### config.mk
export PLATFORM = sky130hd
export DESIGN_NAME = fxp_addsub_pipe
export DESIGN_NICKNAME = d
export VERILOG_FILES = /design/src/rtl/fxp_pkg.sv /design/src/rtl/fxp_round_sat.sv /design/src/rtl/fxp_addsub_pipe.sv
export SDC_FILE = /design/constraint.sdc
export NUM_CORES = 1
export LEC_CHECK = 0
export ABC_CLOCK_PERIOD_IN_PS = 8000
export CORE_MARGIN = 1.5
export CORE_UTILIZATION = 59
export DETAILED_ROUTE_END_ITERATION = 6
export PLACE_DENSITY = 0.92
export SYNTH_ARGS = -nofsm -noshare
export SYNTH_HDL_FRONTEND = slang
export SYNTH_SLANG_ARGS = --single-unit
### constraint.sdc
create_clock -name clk -period 8 [get_ports clk]
set_clock_uncertainty 0.15 [all_clocks]
set_input_delay 2.4 -clock clk [delete_from_list [all_inputs] [get_ports clk]]
set_output_delay 2.4 -clock clk [all_outputs]
set_load 0.01 [all_outputs]
### src/rtl/fxp_pkg.sv
// Shared fixed-point definitions: opcode enum and internal-format width helpers.
// Latency: n/a (types and constant functions only).
// Backpressure: n/a.
package fxp_pkg;

  typedef enum logic [1:0] {
    OP_ADD  = 2'd0,
    OP_SUB  = 2'd1,
    OP_LOAD = 2'd2,
    OP_ACC  = 2'd3
  } op_t;

  function automatic int max3(input int a, input int b, input int c);
    int m;
    m = (a > b) ? a : b;
    return (m > c) ? m : c;
  endfunction

  // One guard integer bit so an add/sub of two aligned operands never overflows.
  function automatic int fxp_wim(input int wi1, input int wi2, input int wi0);
    return max3(wi1, wi2, wi0) + 1;
  endfunction

  function automatic int fxp_wfm(input int wf1, input int wf2, input int wf0);
    return max3(wf1, wf2, wf0);
  endfunction

endpackage

### src/rtl/fxp_round_sat.sv
// Narrows a signed WII.WFI value to WIO.WFO with optional round-half-up and saturation.
// Latency: combinational.
// Backpressure: none; pure function of din. Expects WFI >= WFO and WII+WFI >= WIO+WFO.
module fxp_round_sat
  import fxp_pkg::*;
#(
  parameter int WII   = 9,
  parameter int WFI   = 8,
  parameter int WIO   = 8,
  parameter int WFO   = 8,
  parameter bit ROUND = 1'b1,
  parameter bit SAT   = 1'b1
) (
  input  logic [WII+WFI-1:0] din,
  output logic [WIO+WFO-1:0] dout,
  output logic               ovf
);

  localparam int WN     = WII + WFI;
  localparam int WO     = WIO + WFO;
  localparam int DROP   = WFI - WFO;
  localparam bit DO_RND = ROUND && (DROP > 0);
  localparam int RPOS   = (DROP > 0) ? DROP - 1 : 0;
  localparam logic [WN:0] RND_INC = (WN+1)'(DO_RND) << RPOS;

  // One extra MSB so the rounding increment can never wrap the value.
  logic signed [WN:0] ext;
  logic signed [WN:0] biased;
  logic signed [WN:0] scaled;
  logic signed [WN:0] hi_lim;
  logic signed [WN:0] lo_lim;

  assign ext    = (WN+1)'($signed(din));
  assign biased = ext + $signed(RND_INC);
  assign scaled = biased >>> DROP;
  assign hi_lim = $signed({{(WN+2-WO){1'b0}}, {(WO-1){1'b1}}});
  assign lo_lim = $signed({{(WN+2-WO){1'b1}}, {(WO-1){1'b0}}});
  assign ovf    = (scaled > hi_lim) || (scaled < lo_lim);

  // Clamp toward the bound matching the true sign, otherwise keep the low bits.
  always_comb begin
    dout = scaled[WO-1:0];
    if (SAT && ovf) begin
      dout = scaled[WN] ? {1'b1, {(WO-1){1'b0}}} : {1'b0, {(WO-1){1'b1}}};
    end
  end

endmodule

### src/rtl/fxp_addsub_pipe.sv
// Two-stage signed fixed-point add/sub/load/accumulate with rounding, saturation and overflow flags.
// Latency: 2 cycles from input handshake to out_valid; 1 beat per cycle.
// Backpressure: whole pipe advances only when out is empty or taken; in_ready mirrors that enable.
module fxp_addsub_pipe
  import fxp_pkg::*;
#(
  parameter int WI1   = 8,
  parameter int WF1   = 8,
  parameter int WI2   = 8,
  parameter int WF2   = 8,
  parameter int WI0   = 8,
  parameter int WF0   = 8,
  parameter bit ROUND = 1'b1,
  parameter bit SAT   = 1'b1
) (
  input  logic               clk,
  input  logic               rst_n,
  input  logic               clr,
  input  logic               in_valid,
  output logic               in_ready,
  input  logic [1:0]         op,
  input  logic [WI1+WF1-1:0] in1,
  input  logic [WI2+WF2-1:0] in2,
  output logic               out_valid,
  input  logic               out_ready,
  output logic [WI0+WF0-1:0] out,
  output logic               ovf,
  output logic               ovf_sticky
);

  localparam int WIM = fxp_wim(WI1, WI2, WI0);
  localparam int WFM = fxp_wfm(WF1, WF2, WF0);
  localparam int WM  = WIM + WFM;
  localparam int W0  = WI0 + WF0;

  logic              en;
  logic signed [WM-1:0] a_al;
  logic signed [WM-1:0] b_al;
  logic signed [WM-1:0] acc_al;
  logic signed [WM-1:0] a_s1;
  logic signed [WM-1:0] b_s1;
  logic signed [WM-1:0] sum;
  logic              vld_s1;
  op_t               op_s1;
  logic [W0-1:0]     acc;
  logic [W0-1:0]     rs_out;
  logic              rs_ovf;
  logic              done;

  assign en       = !out_valid || out_ready;
  assign in_ready = en;
  assign done     = en && vld_s1;

  // Sign-extend at the MSB, zero-pad at the LSB into the common internal format.
  assign a_al   = WM'($signed(in1)) <<< (WFM - WF1);
  assign b_al   = WM'($signed(in2)) <<< (WFM - WF2);
  assign acc_al = WM'($signed(acc)) <<< (WFM - WF0);

  // Stage 1: capture aligned operands and opcode whenever the pipe advances.
  always_ff @(posedge clk or negedge rst_n) begin
    if (!rst_n) begin
      vld_s1 <= 1'b0;
      op_s1  <= OP_ADD;
      a_s1   <= '0;
      b_s1   <= '0;
    end else if (en) begin
      vld_s1 <= in_valid;
      op_s1  <= op_t'(op);
      a_s1   <= a_al;
      b_s1   <= b_al;
    end
  end

  // Full-width arithmetic; acc is read live so back-to-back ACC beats chain.
  always_comb begin
    sum = a_s1;
    case (op_s1)
      OP_ADD:  sum = a_s1 + b_s1;
      OP_SUB:  sum = a_s1 - b_s1;
      OP_LOAD: sum = a_s1;
      OP_ACC:  sum = acc_al + a_s1;
      default: sum = a_s1;
    endcase
  end

  fxp_round_sat #(
    .WII  (WIM),
    .WFI  (WFM),
    .WIO  (WI0),
    .WFO  (WF0),
    .ROUND(ROUND),
    .SAT  (SAT)
  ) u_round_sat (
    .din (sum),
    .dout(rs_out),
    .ovf (rs_ovf)
  );

  // Stage 2: output register; holds its value while the consumer stalls.
  always_ff @(posedge clk or negedge rst_n) begin
    if (!rst_n) begin
      out_valid <= 1'b0;
      out       <= '0;
      ovf       <= 1'b0;
    end else if (en) begin
      out_valid <= vld_s1;
      if (vld_s1) begin
        out <= rs_out;
        ovf <= rs_ovf;
      end
    end
  end

  // Accumulator and sticky flag; clr wins over a same-edge LOAD/ACC write.
  always_ff @(posedge clk or negedge rst_n) begin
    if (!rst_n) begin
      acc        <= '0;
      ovf_sticky <= 1'b0;
    end else if (clr) begin
      acc        <= '0;
      ovf_sticky <= 1'b0;
    end else begin
      if (done && (op_s1 == OP_LOAD || op_s1 == OP_ACC)) begin
        acc <= rs_out;
      end
      if (done && rs_ovf) begin
        ovf_sticky <= 1'b1;
      end
    end
  end

endmodule

==> results.json, run 1 <==
{
  "status": "completed",
  "max_cap_violations": 0,
  "fp.dieH_um": 86.78,
  "final_area_sq_um": 4987,
  "r2r_end": "acc[1]",
  "cts.sinks": 70,
  "multiInputGateArea_sq_um": 2292,
  "rrSetupSlack_ps": 3100,
  "timing.fmax_mhz": 164.5,
  "cts_buffer_depth": 2,
  "routedWlPerCell_um": 17.71,
  "fin_crit_sh": 0.7598,
  "post_cts_buffers": 0,
  "grt_pass1_vias": 3360,
  "place_congestion": 0.8869,
  "n_fill_cell": 498,
  "power_density_nw_per_um2": 302.2,
  "core-area_sq_um": 6794,
  "drtIter0Drc": 241,
  "drt_first_pass_iters": 4,
  "final_common_cell": "dfrtp_1",
  "track_usage": 0.2825,
  "area_growth_pct": 20.42,
  "arrival_ps": 3530,
  "boundaryPins": 59,
  "wl_um": 10060,
  "slew_headroom": 0.4139,
  "finalHoldViolCount": 0,
  "dr.max_layer_used": "met4",
  "ys_ff_latch": 70,
  "final_nets": 527,
  "netlist_area_sq_um": 4141,
  "grt_overflow": 0,
  "critPathLaunchType": "input port",
  "worstSetupEndpointType": "primary output",
  "rows": 30,
  "numCtsBuffers": 9,
  "fin_ws_ps": 1922,
  "ant_nets": 0,
  "setup_viol": 0,
  "r2r-start": "b_s1[0]",
  "htree_levels": 3,
  "drive_above_1_share": 0.1250,
  "clk_latency_ps": 360,
  "synth_edf_count": 0,
  "period_needed_ps": 6078,
  "totalPowerFinal_mw": 1.507,
  "cts_root_buf": "clkbuf_8",
  "io_buffers": 58,
  "wl_met2_um": 5093,
  "netlist_instances": 417,
  "peakVddDrop_mv": 0.1634,
  "crit_path_end": "in_ready",
  "cts-resized-gates": 0,
  "grt_pass1_wl_um": 16170,
  "synth_top_flop_cell": "dfrtp_1",
  "die-width_um": 86.78,
  "dp_hpwl_um": 7158,
  "leakagePower_nw": 2.137,
  "cts_hold_buf": 0,
  "clkTransAtPathRegs_ps": 70,
  "diodes": 0,
  "hold_class": "flop to flop",
  "regArea_sq_um": 1752,
  "cts_tree": "yes",
  "final_cell_mix": "dfrtp_1 (70), clkdlybuf4s50_1 (57), nand2_1 (41), mux2_2 (32), nor2_1 (31)",
  "wl_met3_um": 481,
  "ff2ff_path_depth": 16,
  "dr_total_vias": 3509,
  "grt_max_degree": 71,
  "required_ps": 5450,
  "ys_seq_area_frac": 0.4230,
  "worst_pin_slew_ps": 876.0,
  "start_util": 0.6096,
  "drc_errors": 0,
  "drv_slew": 0,
  "mappedNetlistNets": 474,
  "critical_path.startpoint": "out_ready",
  "yosysWarnings": 0,
  "syn_avg_cell_area_sq_um": 9.932,
  "cp_max_fo": 2,
  "place_area_sq_um": 4792,
  "crit_type": "input port to primary output",
  "setup_tns_ps": 0,
  "pre_cts_ws_ps": 1910,
  "async_flop_share": 1.000,
  "rsz0062_at_grt": "false",
  "vias_per_cell": 6.178,
  "synthDistinctLibCells": 51,
  "die-area_sq_um": 7531,
  "wl_met1_um": 4191,
  "antenna_found_initial": 0
}
-- worst max-delay path: stages --
cell and delay, ps:
clkdlybuf4s50_1 440, nand2b_2 140, clkdlybuf4s50_1 540
-- synth_stat cells, types with 11 or more instances --
master / number / area [sq um]
a21oi_1: 30 / 150.1
a22o_1: 22 / 192.7
clkbuf_1: 17 / 63.81
dfrtp_1: 70 / 1752
ha_1: 17 / 212.7
mux2_2: 32 / 360.4
nand2_1: 41 / 153.9
nor2_1: 31 / 116.4
o211ai_1: 11 / 82.58
o21ai_0: 16 / 80.08
o22ai_1: 13 / 81.33
xor2_1: 11 / 96.34
-- metrics by stage --
step	hold slack, ps	util	cells
after floorplan	306.6	-	417
after global placement	318.6	0.7053	555
after detailed placement	323.5	0.7053	555
after CTS	340.4	0.7341	568
after global routing	367.1	0.7341	568
final	341.1	0.7341	568
-- cell families after synthesis --
group	share of synthesized area
buffers and inverters	0.02417
DFF	0.4230
AOI/OAI and AO/OA	0.2151
xor gates and xnor gates	0.04018
and+or+nand+nor	0.1350
adders and majority gates	0.05619
muxes	0.1063
-- registers in the layout (all words and copies together) (netlist names) --
| signal | flops |
|---|---|
| op_s1 | 2 |
| out | 16 |
| a_s1 | 16 |
| out_valid | 1 |
| ovf | 1 |
| ovf_sticky | 1 |
| b_s1 | 16 |
| vld_s1 | 1 |
| acc | 16 |
-- metal layers --
metal / GRT usage / vias to the layer above
li1: - / 1653
met1: 0.3413 / 1714
met2: 0.4870 / 112
met3: 0.07048 / 30
met4: 0.1026 / 0
met5: 0 / -
-- cell type report --
| class | instances | area share |
|---|---|---|
| multi-input combinational | 321 | 0.4596 |
| timing repair buffer | 62 | 0.1214 |
| clock buffer | 12 | 0.03312 |
| clock inverter | 1 | 0.006021 |
| inverter | 6 | 0.004516 |
| sequential | 70 | 0.3512 |
| tap | 96 | 0.02408 |
-- report_power, final --
group	total (mW)	internal (mW)	switching (mW)	leakage, nW
Clock	0.293	0.164	0.129	0.100
Combinational	0.716	0.330	0.385	1.17
Sequential	0.498	0.434	0.0646	0.863
-- worst min path at each step --
stage / from / to / cells after the start
3_3_place_gp: out[11] / out[11] / 2
6_report: out[11] / out[11] / 2
4_1_cts: out[11] / out[11] / 2
2_1_floorplan: acc[11] / acc[11] / 2
5_1_grt: acc[10] / acc[10] / 1
3_5_place_dp: out[11] / out[11] / 2
No activity file was read; power rests on OpenSTA's default activity.
==> run 2: changes to the inputs <==
--- a/config.mk
+++ b/config.mk
@@ -5,11 +5,11 @@
 export SDC_FILE = /design/constraint.sdc
 export NUM_CORES = 1
 export LEC_CHECK = 0
-export ABC_CLOCK_PERIOD_IN_PS = 8000
+export ABC_CLOCK_PERIOD_IN_PS = 5000
 export CORE_MARGIN = 1.5
-export CORE_UTILIZATION = 59
+export CORE_UTILIZATION = 50
 export DETAILED_ROUTE_END_ITERATION = 6
-export PLACE_DENSITY = 0.92
+export PLACE_DENSITY = 0.84
 export SYNTH_ARGS = -nofsm -noshare
 export SYNTH_HDL_FRONTEND = slang
 export SYNTH_SLANG_ARGS = --single-unit
==> constraint.sdc (replaced) <==
create_clock -name clk -period 5 [get_ports clk]
set_clock_uncertainty 0.15 [all_clocks]
set_input_delay 1.5 -clock clk [delete_from_list [all_inputs] [get_ports clk]]
set_output_delay 1.5 -clock clk [all_outputs]
set_load 0.01 [all_outputs]
==> run 2 against run 1 <==
Net effect: cell area rose by 2.1%; first-iteration DRC count rose by 0.41%; sequential share of layout area fell by 0.72 points.
==> results.json, run 2 (same netlist as run 1, synthesis figures left out) <==
{
  "n_fill_cell": 662,
  "diodes": 0,
  "antenna_found_initial": 0,
  "power_density_nw_per_um2": 503.7,
  "ant_nets": 0,
  "pre_cts_ws_ps": 346.8,
  "period_needed_ps": 4610,
  "leakagePower_nw": 2.173,
  "worst_pin_slew_ps": 856.0,
  "multiInputGateArea_sq_um": 2312,
  "min_path_cells": 2,
  "fin_crit_sh": 0.9220,
  "finalHoldViolCount": 0,
  "routedWlPerCell_um": 17.73,
  "crit_type": "flop to flop",
  "cts_tree": "yes",
  "rrSetupSlack_ps": 390,
  "fp.dieH_um": 94.01,
  "final_common_cell": "dfrtp_1",
  "post_cts_buffers": 0,
  "area_growth_pct": 22.96,
  "p_clk_frac": 0.237,
  "boundaryPins": 59,
  "cts.sinks": 70,
  "die-area_sq_um": 8838,
  "drv_slew": 0,
  "grt_pass1_wl_um": 16950,
  "die-width_um": 94.01,
  "io_buffers": 58,
  "cts_root_buf": "clkbuf_8",
  "critical_path.startpoint": "b_s1[0]",
  "combPwrFrac": 0.452,
  "numCtsBuffers": 9,
  "final_cell_mix": "dfrtp_1 (70), clkdlybuf4s50_1 (57), nand2_1 (41), mux2_2 (32)",
  "netSwitchingFraction": 0.3723,
  "fin_ws_ps": 390.0,
  "dr_total_vias": 3569,
  "critPathLaunchType": "flop",
  "grt_max_degree": 43,
  "peakVddDrop_mv": 0.2685,
  "vias_per_cell": 6.143,
  "max_cap_violations": 0,
  "drc_errors": 0,
  "rsz0062_at_grt": "false",
  "p_sw_uw": 955.0,
  "ff2ff_path_depth": 16,
  "start_util": 0.5092,
  "arrival_ps": 4740,
  "drive_above_1_share": 0.1345,
  "drtIter0Drc": 242,
  "hold_class": "flop to flop",
  "required_ps": 5130,
  "power_frac_seq": 0.312,
  "track_usage": 0.2510,
  "rows": 33,
  "wl_um": 10300,
  "slew_headroom": 0.4272,
  "status": "completed",
  "core-area_sq_um": 8134,
  "dp_hpwl_um": 7446,
  "grt_pass1_vias": 3421,
  "p_int_mw": 1.610,
  "drt_first_pass_iters": 6,
  "whs_ps": 344.3,
  "final_nets": 528,
  "crit_path_end": "acc[7]",
  "cts_buffer_depth": 2,
  "htree_levels": 3,
  "regArea_sq_um": 1752,
  "setup_viol": 0,
  "r2r-start": "b_s1[0]",
  "clkTransAtPathRegs_ps": 80,
  "setup_tns_ps": 0,
  "fin_util": 0.6261,
  "cp_max_fo": 7,
  "grt_overflow": 0,
  "place_congestion": 0.9367,
  "r2r_end": "acc[7]",
  "timing.fmax_mhz": 216.9,
  "clk_latency_ps": 370,
  "worstSetupEndpointType": "flop"
}
[run 2: how the worst min path moves through the flow]
| stage | to | from | slack (ps) |
|---|---|---|---|
| 2_1_floorplan | acc[11] | acc[11] | 310 |
| 3_3_place_gp | ovf | ovf | 320 |
| 3_5_place_dp | ovf | ovf | 320 |
| 4_1_cts | ovf | ovf | 350 |
| 5_1_grt | out[15] | out[15] | 370 |
| 6_report | acc[14] | acc[14] | 340 |
[run 2: per-layer routing]
metal / global-route usage / vias to the layer above / share of wire
met3: 0.05421 / 36 / 0.055
met5: 0 / - / 0
li1: - / 1656 / -
met4: 0.1132 / 0 / 0.030
met1: 0.3155 / 1722 / 0.41
met2: 0.4136 / 155 / 0.50
[run 2: what timing repair did]
item,in CTS,in global routing
resized for setup,0,4
hold buffers,0,0
setup endpoints to repair,0,22
[run 2: cell type report]
cell class	instances	share of cell area
multi-input combinational	321	0.4541
sequential	70	0.3440
timing repair buffer	63	0.1204
clock inverter	6	0.02629
tap	105	0.02580
clock buffer	10	0.02506
inverter	6	0.004423
[run 2: power by group through the flow]
stage / logic, mW / registers, mW / clock network (mW)
3_3_place_gp: 1.08 / 0.805 / 0
3_5_place_dp: 1.12 / 0.808 / 0
4_1_cts: 1.13 / 0.800 / 0.614
6_report: 1.16 / 0.800 / 0.607
2_1_floorplan: 0.726 / 0.810 / 0
5_1_grt: 1.26 / 0.815 / 0.633
[run 2: stage by stage]
step                      std cells  total power [mW]  instance area [sq um]
after global placement          565             1.889                   4811
after global routing            581             2.709                   5092
after CTS                       581             2.546                   5072
after detailed placement        565             1.928                   4811
final                           581             2.565                   5092
after floorplan                 417             1.536                   4141
[run 2: critical path, cell delays in order, from the launching register on]
cell,delay [ps]
dfrtp_1,410
inv_1,80
ha_1,190
or4b_4,510
nor4_4,320
nand2b_1,120
mux2i_1,130
a21oi_1,260
ha_1,330
a21o_1,190
a21oi_1,200
a2bb2oi_1,190
o31ai_1,90
mux2i_1,510
nor3_4,140
or3_1,480
a211oi_2,210
